<file path="config.mk">
export PLATFORM = sky130hd
export DESIGN_NAME = ysyx_22040750_lsu_axi_master_flat
export DESIGN_NICKNAME = d
export VERILOG_FILES = /design/src/rtl/ysyx_22040750_lsu_axi_master_if.sv /design/src/rtl/ysyx_22040750_lsu_axi_master.sv /design/src/flat_wrapper.sv
export SDC_FILE = /design/constraint.sdc
export NUM_CORES = 1
export LEC_CHECK = 0
export BUFFER_PORTS_ARGS = -buffer_cell sky130_fd_sc_hd__buf_4
export CAP_MARGIN = 20
export CORE_ASPECT_RATIO = 0.75
export CORE_MARGIN = 5
export CORE_UTILIZATION = 35
export CTS_CLUSTER_DIAMETER = 50
export DETAILED_ROUTE_END_ITERATION = 16
export PLACE_DENSITY = 0.74
export SKIP_LAST_GASP = 1
export SLEW_MARGIN = 20
export SYNTH_ARGS = -nofsm -noshare
export SYNTH_HDL_FRONTEND = slang
export SYNTH_SLANG_ARGS = --single-unit
</file>
<file path="constraint.sdc">
create_clock -name I_clk -period 5.05 [get_ports I_clk]
set_input_delay 0.505 -clock I_clk [delete_from_list [all_inputs] [get_ports I_clk]]
set_output_delay 0.505 -clock I_clk [all_outputs]
set_load 0.01 [all_outputs]
</file>
<file path="src/rtl/ysyx_22040750_lsu_axi_master_if.sv">
// LSU request/response and AXI-lite channel bundle for the LSU AXI master.
// The master modport is the initiator's view; slave is the LSU + responder side.
interface ysyx_22040750_lsu_axi_master_if #(
    parameter int unsigned ADDR_W = 32,
    parameter int unsigned DATA_W = 64
);
    logic                  I_req_valid;
    logic                  O_req_ready;
    logic                  I_req_wen;
    logic [ADDR_W-1:0]     I_req_addr;
    logic [DATA_W-1:0]     I_req_wdata;
    logic [DATA_W/8-1:0]   I_req_wstrb;
    logic                  O_resp_valid;
    logic                  I_resp_ready;
    logic [DATA_W-1:0]     O_resp_rdata;
    logic [ADDR_W-1:0]     O_araddr;
    logic                  O_arvalid;
    logic                  I_arready;
    logic [DATA_W-1:0]     I_rdata;
    logic                  I_rvalid;
    logic                  O_rready;
    logic [ADDR_W-1:0]     O_awaddr;
    logic                  O_awvalid;
    logic                  I_awready;
    logic [DATA_W-1:0]     O_wdata;
    logic [DATA_W/8-1:0]   O_wstrb;
    logic                  O_wvalid;
    logic                  I_wready;
    logic                  I_bvalid;
    logic                  O_bready;

    modport master (
        input  I_req_valid, I_req_wen, I_req_addr, I_req_wdata, I_req_wstrb,
        output O_req_ready,
        output O_resp_valid, O_resp_rdata,
        input  I_resp_ready,
        output O_araddr, O_arvalid, O_rready,
        input  I_arready, I_rdata, I_rvalid,
        output O_awaddr, O_awvalid, O_wdata, O_wstrb, O_wvalid, O_bready,
        input  I_awready, I_wready, I_bvalid
    );

    modport slave (
        output I_req_valid, I_req_wen, I_req_addr, I_req_wdata, I_req_wstrb,
        input  O_req_ready,
        input  O_resp_valid, O_resp_rdata,
        output I_resp_ready,
        input  O_araddr, O_arvalid, O_rready,
        output I_arready, I_rdata, I_rvalid,
        input  O_awaddr, O_awvalid, O_wdata, O_wstrb, O_wvalid, O_bready,
        output I_awready, I_wready, I_bvalid
    );
endinterface

</file>
<file path="src/rtl/ysyx_22040750_lsu_axi_master.sv">
// Single-outstanding AXI-lite initiator for the LSU; Moore FSM so every AXI
// output comes from registers and never from an AXI input.
module ysyx_22040750_lsu_axi_master #(
    parameter int unsigned ADDR_W = 32,
    parameter int unsigned DATA_W = 64
) (
    input logic                              I_clk,
    input logic                              I_rst,
    ysyx_22040750_lsu_axi_master_if.master   bus
);
    localparam logic [2:0] S_IDLE = 3'd0;
    localparam logic [2:0] S_AR   = 3'd1;
    localparam logic [2:0] S_R    = 3'd2;
    localparam logic [2:0] S_AW   = 3'd3;
    localparam logic [2:0] S_W    = 3'd4;
    localparam logic [2:0] S_B    = 3'd5;
    localparam logic [2:0] S_RSP  = 3'd6;

    logic [2:0]          state_q;
    logic [2:0]          state_d;
    logic [ADDR_W-1:0]   addr_q;
    logic [DATA_W-1:0]   wdata_q;
    logic [DATA_W/8-1:0] wstrb_q;
    logic [DATA_W-1:0]   rdata_q;
    logic                req_fire;

    assign req_fire = (state_q == S_IDLE) && bus.I_req_valid;

    always_comb begin
        state_d = state_q;
        case (state_q)
            S_IDLE: if (bus.I_req_valid)  state_d = bus.I_req_wen ? S_AW : S_AR;
            S_AR:   if (bus.I_arready)    state_d = S_R;
            S_R:    if (bus.I_rvalid)     state_d = S_RSP;
            S_AW:   if (bus.I_awready)    state_d = S_W;
            // bvalid may arrive together with the W handshake; skip B then
            S_W:    if (bus.I_wready)     state_d = bus.I_bvalid ? S_RSP : S_B;
            S_B:    if (bus.I_bvalid)     state_d = S_RSP;
            S_RSP:  if (bus.I_resp_ready) state_d = S_IDLE;
            default:                      state_d = S_IDLE;
        endcase
    end

    always_ff @(posedge I_clk or posedge I_rst) begin
        if (I_rst) begin
            state_q <= S_IDLE;
            addr_q  <= '0;
            wdata_q <= '0;
            wstrb_q <= '0;
            rdata_q <= '0;
        end else begin
            state_q <= state_d;
            if (req_fire) begin
                addr_q  <= bus.I_req_addr;
                wdata_q <= bus.I_req_wdata;
                wstrb_q <= bus.I_req_wstrb;
                // stores report zero data, so clear the response register here
                rdata_q <= '0;
            end
            if ((state_q == S_R) && bus.I_rvalid) begin
                rdata_q <= bus.I_rdata;
            end
        end
    end

    assign bus.O_req_ready  = (state_q == S_IDLE) && !I_rst;
    assign bus.O_resp_valid = (state_q == S_RSP);
    assign bus.O_resp_rdata = rdata_q;
    assign bus.O_arvalid    = (state_q == S_AR);
    assign bus.O_araddr     = addr_q;
    assign bus.O_rready     = (state_q == S_R);
    assign bus.O_awvalid    = (state_q == S_AW);
    assign bus.O_awaddr     = addr_q;
    assign bus.O_wvalid     = (state_q == S_W);
    assign bus.O_wdata      = wdata_q;
    assign bus.O_wstrb      = wstrb_q;
    assign bus.O_bready     = (state_q == S_W) || (state_q == S_B);
endmodule

</file>
<file path="src/flat_wrapper.sv">
// flat-port wrapper written by rule: the top's interface ports become plain ports
module ysyx_22040750_lsu_axi_master_flat 
#(
    parameter int unsigned ADDR_W = 32,
    parameter int unsigned DATA_W = 64
)
  (I_clk, I_rst, bus_I_req_valid, bus_I_req_wen, bus_I_req_addr, bus_I_req_wdata, bus_I_req_wstrb, bus_O_req_ready, bus_O_resp_valid, bus_O_resp_rdata, bus_I_resp_ready, bus_O_araddr, bus_O_arvalid, bus_O_rready, bus_I_arready, bus_I_rdata, bus_I_rvalid, bus_O_awaddr, bus_O_awvalid, bus_O_wdata, bus_O_wstrb, bus_O_wvalid, bus_O_bready, bus_I_awready, bus_I_wready, bus_I_bvalid);
  ysyx_22040750_lsu_axi_master_if #(.ADDR_W(ADDR_W), .DATA_W(DATA_W)) bus_i ();
  input logic I_clk;
  input logic I_rst;
  input wire logic [$bits(bus_i.I_req_valid)-1:0] bus_I_req_valid;
  input wire logic [$bits(bus_i.I_req_wen)-1:0] bus_I_req_wen;
  input wire logic [$bits(bus_i.I_req_addr)-1:0] bus_I_req_addr;
  input wire logic [$bits(bus_i.I_req_wdata)-1:0] bus_I_req_wdata;
  input wire logic [$bits(bus_i.I_req_wstrb)-1:0] bus_I_req_wstrb;
  output wire logic [$bits(bus_i.O_req_ready)-1:0] bus_O_req_ready;
  output wire logic [$bits(bus_i.O_resp_valid)-1:0] bus_O_resp_valid;
  output wire logic [$bits(bus_i.O_resp_rdata)-1:0] bus_O_resp_rdata;
  input wire logic [$bits(bus_i.I_resp_ready)-1:0] bus_I_resp_ready;
  output wire logic [$bits(bus_i.O_araddr)-1:0] bus_O_araddr;
  output wire logic [$bits(bus_i.O_arvalid)-1:0] bus_O_arvalid;
  output wire logic [$bits(bus_i.O_rready)-1:0] bus_O_rready;
  input wire logic [$bits(bus_i.I_arready)-1:0] bus_I_arready;
  input wire logic [$bits(bus_i.I_rdata)-1:0] bus_I_rdata;
  input wire logic [$bits(bus_i.I_rvalid)-1:0] bus_I_rvalid;
  output wire logic [$bits(bus_i.O_awaddr)-1:0] bus_O_awaddr;
  output wire logic [$bits(bus_i.O_awvalid)-1:0] bus_O_awvalid;
  output wire logic [$bits(bus_i.O_wdata)-1:0] bus_O_wdata;
  output wire logic [$bits(bus_i.O_wstrb)-1:0] bus_O_wstrb;
  output wire logic [$bits(bus_i.O_wvalid)-1:0] bus_O_wvalid;
  output wire logic [$bits(bus_i.O_bready)-1:0] bus_O_bready;
  input wire logic [$bits(bus_i.I_awready)-1:0] bus_I_awready;
  input wire logic [$bits(bus_i.I_wready)-1:0] bus_I_wready;
  input wire logic [$bits(bus_i.I_bvalid)-1:0] bus_I_bvalid;
  assign bus_i.I_req_valid = bus_I_req_valid;
  assign bus_i.I_req_wen = bus_I_req_wen;
  assign bus_i.I_req_addr = bus_I_req_addr;
  assign bus_i.I_req_wdata = bus_I_req_wdata;
  assign bus_i.I_req_wstrb = bus_I_req_wstrb;
  assign bus_O_req_ready = bus_i.O_req_ready;
  assign bus_O_resp_valid = bus_i.O_resp_valid;
  assign bus_O_resp_rdata = bus_i.O_resp_rdata;
  assign bus_i.I_resp_ready = bus_I_resp_ready;
  assign bus_O_araddr = bus_i.O_araddr;
  assign bus_O_arvalid = bus_i.O_arvalid;
  assign bus_O_rready = bus_i.O_rready;
  assign bus_i.I_arready = bus_I_arready;
  assign bus_i.I_rdata = bus_I_rdata;
  assign bus_i.I_rvalid = bus_I_rvalid;
  assign bus_O_awaddr = bus_i.O_awaddr;
  assign bus_O_awvalid = bus_i.O_awvalid;
  assign bus_O_wdata = bus_i.O_wdata;
  assign bus_O_wstrb = bus_i.O_wstrb;
  assign bus_O_wvalid = bus_i.O_wvalid;
  assign bus_O_bready = bus_i.O_bready;
  assign bus_i.I_awready = bus_I_awready;
  assign bus_i.I_wready = bus_I_wready;
  assign bus_i.I_bvalid = bus_I_bvalid;
  ysyx_22040750_lsu_axi_master #(.ADDR_W(ADDR_W), .DATA_W(DATA_W)) u_core (.I_clk(I_clk), .I_rst(I_rst), .bus(bus_i));
endmodule
</file>
Yosys cells after proc, flatten, opt, wreduce, memory -nomap -nowiden
Index checks and enable logic that the tools add are counted.
W data, S select, Z words.
- flip-flop bits (word level): 171
- bits in latches: 0
- bits in writable memories: 0
- memory bits (read-only): 0
- memories kept: 0
- $add $sub $neg: 0
- $mul: 0
- div/mod/pow operators: 0
- order comparisons: 0
- equality and inequality tests: 13
- shifts and indexed selects: 0
- mux-type cells: 12
- bitwise operators: 0
- reduce and logical (&&, ||, !) cells: 8
- operators with widths (cell ; count):
    $mux W64 ; 2
    $mux W3 ; 7
    $pmux W3 S7 ; 1
    $ne A2 B1 Y1 const B ; 5
    $eq A3 B3 Y1 const B ; 3
    $reduce_and A7 Y1 ; 1
    $eq A3 B2 Y1 const B ; 2
    $mux W2 ; 2
    $ne A2 B2 Y1 const B ; 2
    $eq A3 B1 Y1 const B ; 1
    $logic_and A1 B1 Y1 ; 3
    $logic_not A3 Y1 ; 1
    $reduce_bool A2 Y1 ; 1
    $logic_not A1 Y1 ; 1
    $logic_or A1 B1 Y1 ; 1

Depth between registers and ports, before layout
- word-level depth: 4
- depth in mapped cells: 8
- mapped depth without buffers: 4

Worst setup path after synthesis
Ideal clock, no wire load.
- kind: register to output
- from: register u_core.state_q[0]
- to: output port bus_O_req_ready
- arrival: 996 ps
- required time: 4545 ps
- path slack: 3549 ps
- cell stages (with the launch flop): 3
- buffers on the path: 1
- cells stage by stage: dfrtp_1 buf_4 nor4_1
- word-level cells in the longest chain between the ends: 2
- RTL lines (element ; line ; text):
    from (decl) ; ysyx_22040750_lsu_axi_master.sv:19 ; logic [2:0] state_q;
    from (signal assigned) ; ysyx_22040750_lsu_axi_master.sv:52 ; state_q <= state_d;
    $logic_not A3 Y1 ; ysyx_22040750_lsu_axi_master.sv:66 ; assign bus.O_req_ready = (state_q == S_IDLE) && !I_rst;
    $logic_and A1 B1 Y1 ; ysyx_22040750_lsu_axi_master.sv:66 ;
    to (decl) ; flat_wrapper.sv:16 ; output wire logic [$bits(bus_i.O_req_ready)-1:0] bus_O_req_ready;
Every way passes these cells.

Worst setup path in the final report
- from: register u_core.state_q[2]
- to: register u_core.addr_q[3] (netlist: u_core.bus.O_araddr[3])
- word-level cells in the longest chain between the ends: 2
- RTL lines (element ; line ; text):
    $logic_not A3 Y1 ; ysyx_22040750_lsu_axi_master.sv:27 ; assign req_fire = (state_q == S_IDLE) && bus.I_req_valid;
    $logic_and A1 B1 Y1 ; ysyx_22040750_lsu_axi_master.sv:27 ;
    to (signal assigned) ; ysyx_22040750_lsu_axi_master.sv:54 ; addr_q <= bus.I_req_addr;
    to (decl) ; ysyx_22040750_lsu_axi_master.sv:21 ; logic [ADDR_W-1:0] addr_q;
Every way passes these cells.
A chain may end at the register's enable or synchronous reset.

==> results.toml <==
[drt]
wl_per_cell_microns = 17.7
wl_met3_microns = 1860
first_pass_iters = 4
wl_met1_microns = 8190
routed_wl_microns = 20900
dr_wl_met2_microns = 10500
vias = 5353
drc = 0
highest_layer = "met4"
ant_nets = 0
drt_iter0_markers = 214
via_per_inst = 4.54

[timing]
finalSetupViolCount = 0
rsz0062_at_grt = "no"
setup-tns-final_ps = 0
finalHoldViolCount = 0
slew_headroom_pct = 43.5
timing.final.crit_period_ps = 2440
tightest_slew_ps = 846
fin_crit_sh_pct = 48.3
clock_skew_ps = 12.7
fmax_mhz = 410
slew_viol_final = 0

[global_route]
antenna_found_initial = 0
grt-ovfl-total = 0
grt_max_degree = 144
grt_util_all_layers_pct = 17.3
grt_pass1_wl_microns = 31900
grt_pass1_vias = 5647

[die]
core_area_sq_um = 20300
die_x_microns = 176
die-area_sq_um = 23600
ios = 385
initial_core_util_pct = 35.6
num_rows = 45
die_y_microns = 134

[worst_setup_path]
critPathLaunchType = "flip-flop"
r2r.worst_path.cells = 4
timing_worst_setup_path_type = "flip-flop to flip-flop"
slowest_stage = "dfrtp_1"
cp.required_ps = 5350
reg2reg_to = "u_core.bus.O_araddr[3]$_DFFE_PP0P_"
crit_path_end_kind = "flip-flop"
worstPathCellList = "inv_2 -> nand3_4 -> buf_12 -> mux2_2"
r2r_slack_ps = 2610
crit_path_max_incr_delay_ps = 640
crit_arrival_ps = 2740
cp_max_fo = 143
rr_startpoint = "u_core.state_q[2]$_DFFE_PP0P_"

[clock_network]
hold_buffers = 0
cts_resized = 0
clockBufferDepth = 2
clkSinkCount = 171
postCtsSetupBuffers = 0
insertion_delay_ps = 420
clock-root-buffer = "clkbuf_16"
cts.clk_slew.worst_paths_ps = 70
htree_num_levels = 4
cts_tree = "yes"
cts_buffers = 17

[pwr]
p_sw_mw = 2.27
seqPwrFrac_pct = 36.0
p_per_area_nw_per_um2 = 622
intPower_mw = 4.32
static-leakage-power_nw = 5.41
combPwrFrac_pct = 44.6
ir_drop_uv = 259
p_sw_share_pct = 34.5
clockPowerShare_pct = 19.4

[placed_design]
port_buffers = 384
placed_area_sq_um = 10000
dp_hpwl_microns = 15700
place_congestion = 0.792

[logic_synthesis]
synth_seq_cells = 171
syn-num-nets = 747
yosys_warnings = 0
yosys-top-cells-count = "dfrtp_1 (171), nand2_1 (129), o21ai_0 (60), mux2_4 (56), mux2_2 (49)"
syn_area_sq_um = 7230
synth_top_area_cell = "dfrtp_1"
yosysTopAreaCellShare_pct = 59.2
synth_cells = 567
yosys_most_used_dff = "dfrtp_1"
async_flop_share_pct = 100
synth_edf_count = 0
ys_types = 33
ys_seq_area_share_pct = 59.2
yosys-top-cells-area = "dfrtp_1 (59%), mux2_4 (12%), mux2_2 (7.6%)"
yosysMostFrequentCell = "dfrtp_1"
avgSynthCellArea_sq_um = 12.7

[status]
outcome = "finished clean"

[finish]
fillerInstances = 1801
antenna-diode-count = 0
drive_gt1_share_pct = 58.2
register_area_sq_um = 4280
fin_area_sq_um = 10600
nets = 1087
syn_to_final_growth_pct = 46.6
multi_input_area_sq_um = 2440

[run]
maxCapViolCount = 0

[min_path]
hold_class = "input pin to asynchronous set/reset pin"
[worst max path at each step]
stage / slack (ps) / depth (start not counted) / endpoint / startpoint
floorplan: 2360 / 1 / u_core.bus.O_araddr[0]$_DFFE_PP0P_ / I_rst
global placement: 2710 / 4 / u_core.bus.O_wstrb[1]$_DFFE_PP0P_ / u_core.state_q[2]$_DFFE_PP0P_
detailed placement: 2650 / 4 / u_core.bus.O_araddr[2]$_DFFE_PP0P_ / u_core.state_q[2]$_DFFE_PP0P_
CTS: 2640 / 4 / u_core.bus.O_wstrb[5]$_DFFE_PP0P_ / u_core.state_q[2]$_DFFE_PP0P_
global route: 2490 / 4 / u_core.bus.O_wdata[61]$_DFFE_PP0P_ / u_core.state_q[2]$_DFFE_PP0P_
finish: 2610 / 4 / u_core.bus.O_araddr[3]$_DFFE_PP0P_ / u_core.state_q[2]$_DFFE_PP0P_
[per-stage QoR]
stage	hold slack [ps]	power [mW]	std cells	setup WS, ps	utilization [%]
3_3_place_gp	492	5.31	1146	2710	49.3
2_1_floorplan	547	4.03	567	2360	-
4_1_cts	253	6.70	1178	2640	52.2
6_report	249	6.59	1178	2610	52.3
3_5_place_dp	494	5.38	1146	2650	49.3
5_1_grt	260	6.99	1178	2490	52.3
[critical path: cells and delay by family (launching register included)]
family | cells | cell delay [ps]
simple gates | 1 | 350
flops | 1 | 640
mux | 1 | 410
buf+inv | 2 | 770
[layout by cell type (no fill, tap or decap), drive strengths merged, types with 3 or more instances in the layout]
master    count
nor2          4
dfrtp       171
mux2i         3
clkinv        6
nand2       129
buf         388
mux2        105
clkbuf       18
inv          10
o21ai        64
clkinvlp      3
[sequential cells by signal, indices dropped and copies added, names as in the netlist]
name / cells
u_core.bus.O_araddr: 32
u_core.bus.O_resp_rdata: 64
u_core.bus.O_wdata: 64
u_core.bus.O_wstrb: 8
u_core.state_q: 3
[cell families after synthesis]
group	after synthesis	synth area share (%)
buffers and inverters	72	7.17
and+or+nand+nor	142	8.09
muxes	108	19.7
DFF	171	59.2
AOI/OAI and AO/OA	72	5.49
adders and majority gates	2	0.346
[power groups by stage]
stage               combinational [mW]  clock, mW  sequential [mW]
CTS                               3.00       1.32             2.37
floorplan                         1.45          0             2.58
finish                            2.94       1.28             2.37
global placement                  2.94          0             2.36
global route                      3.15       1.39             2.46
detailed placement                3.00          0             2.38
[final cells by class]
type	instances	area share, %
well taps	258	3.05
clock buffers	18	4.15
flip-flops and latches	171	40.4
clock inverters	14	1.42
multi-input cells	324	23.0
inverters	5	0.236
repair buffers	388	27.8
[routing by layer]
| layer | vias up | GRT usage [%] |
|---|---|---|
| met5 | - | 0 |
| met4 | 0 | 4.89 |
| met3 | 17 | 7.19 |
| met2 | 221 | 28.9 |
| met1 | 2579 | 20.7 |
| li1 | 2536 | - |
No activity file was read; power rests on OpenSTA's default activity.
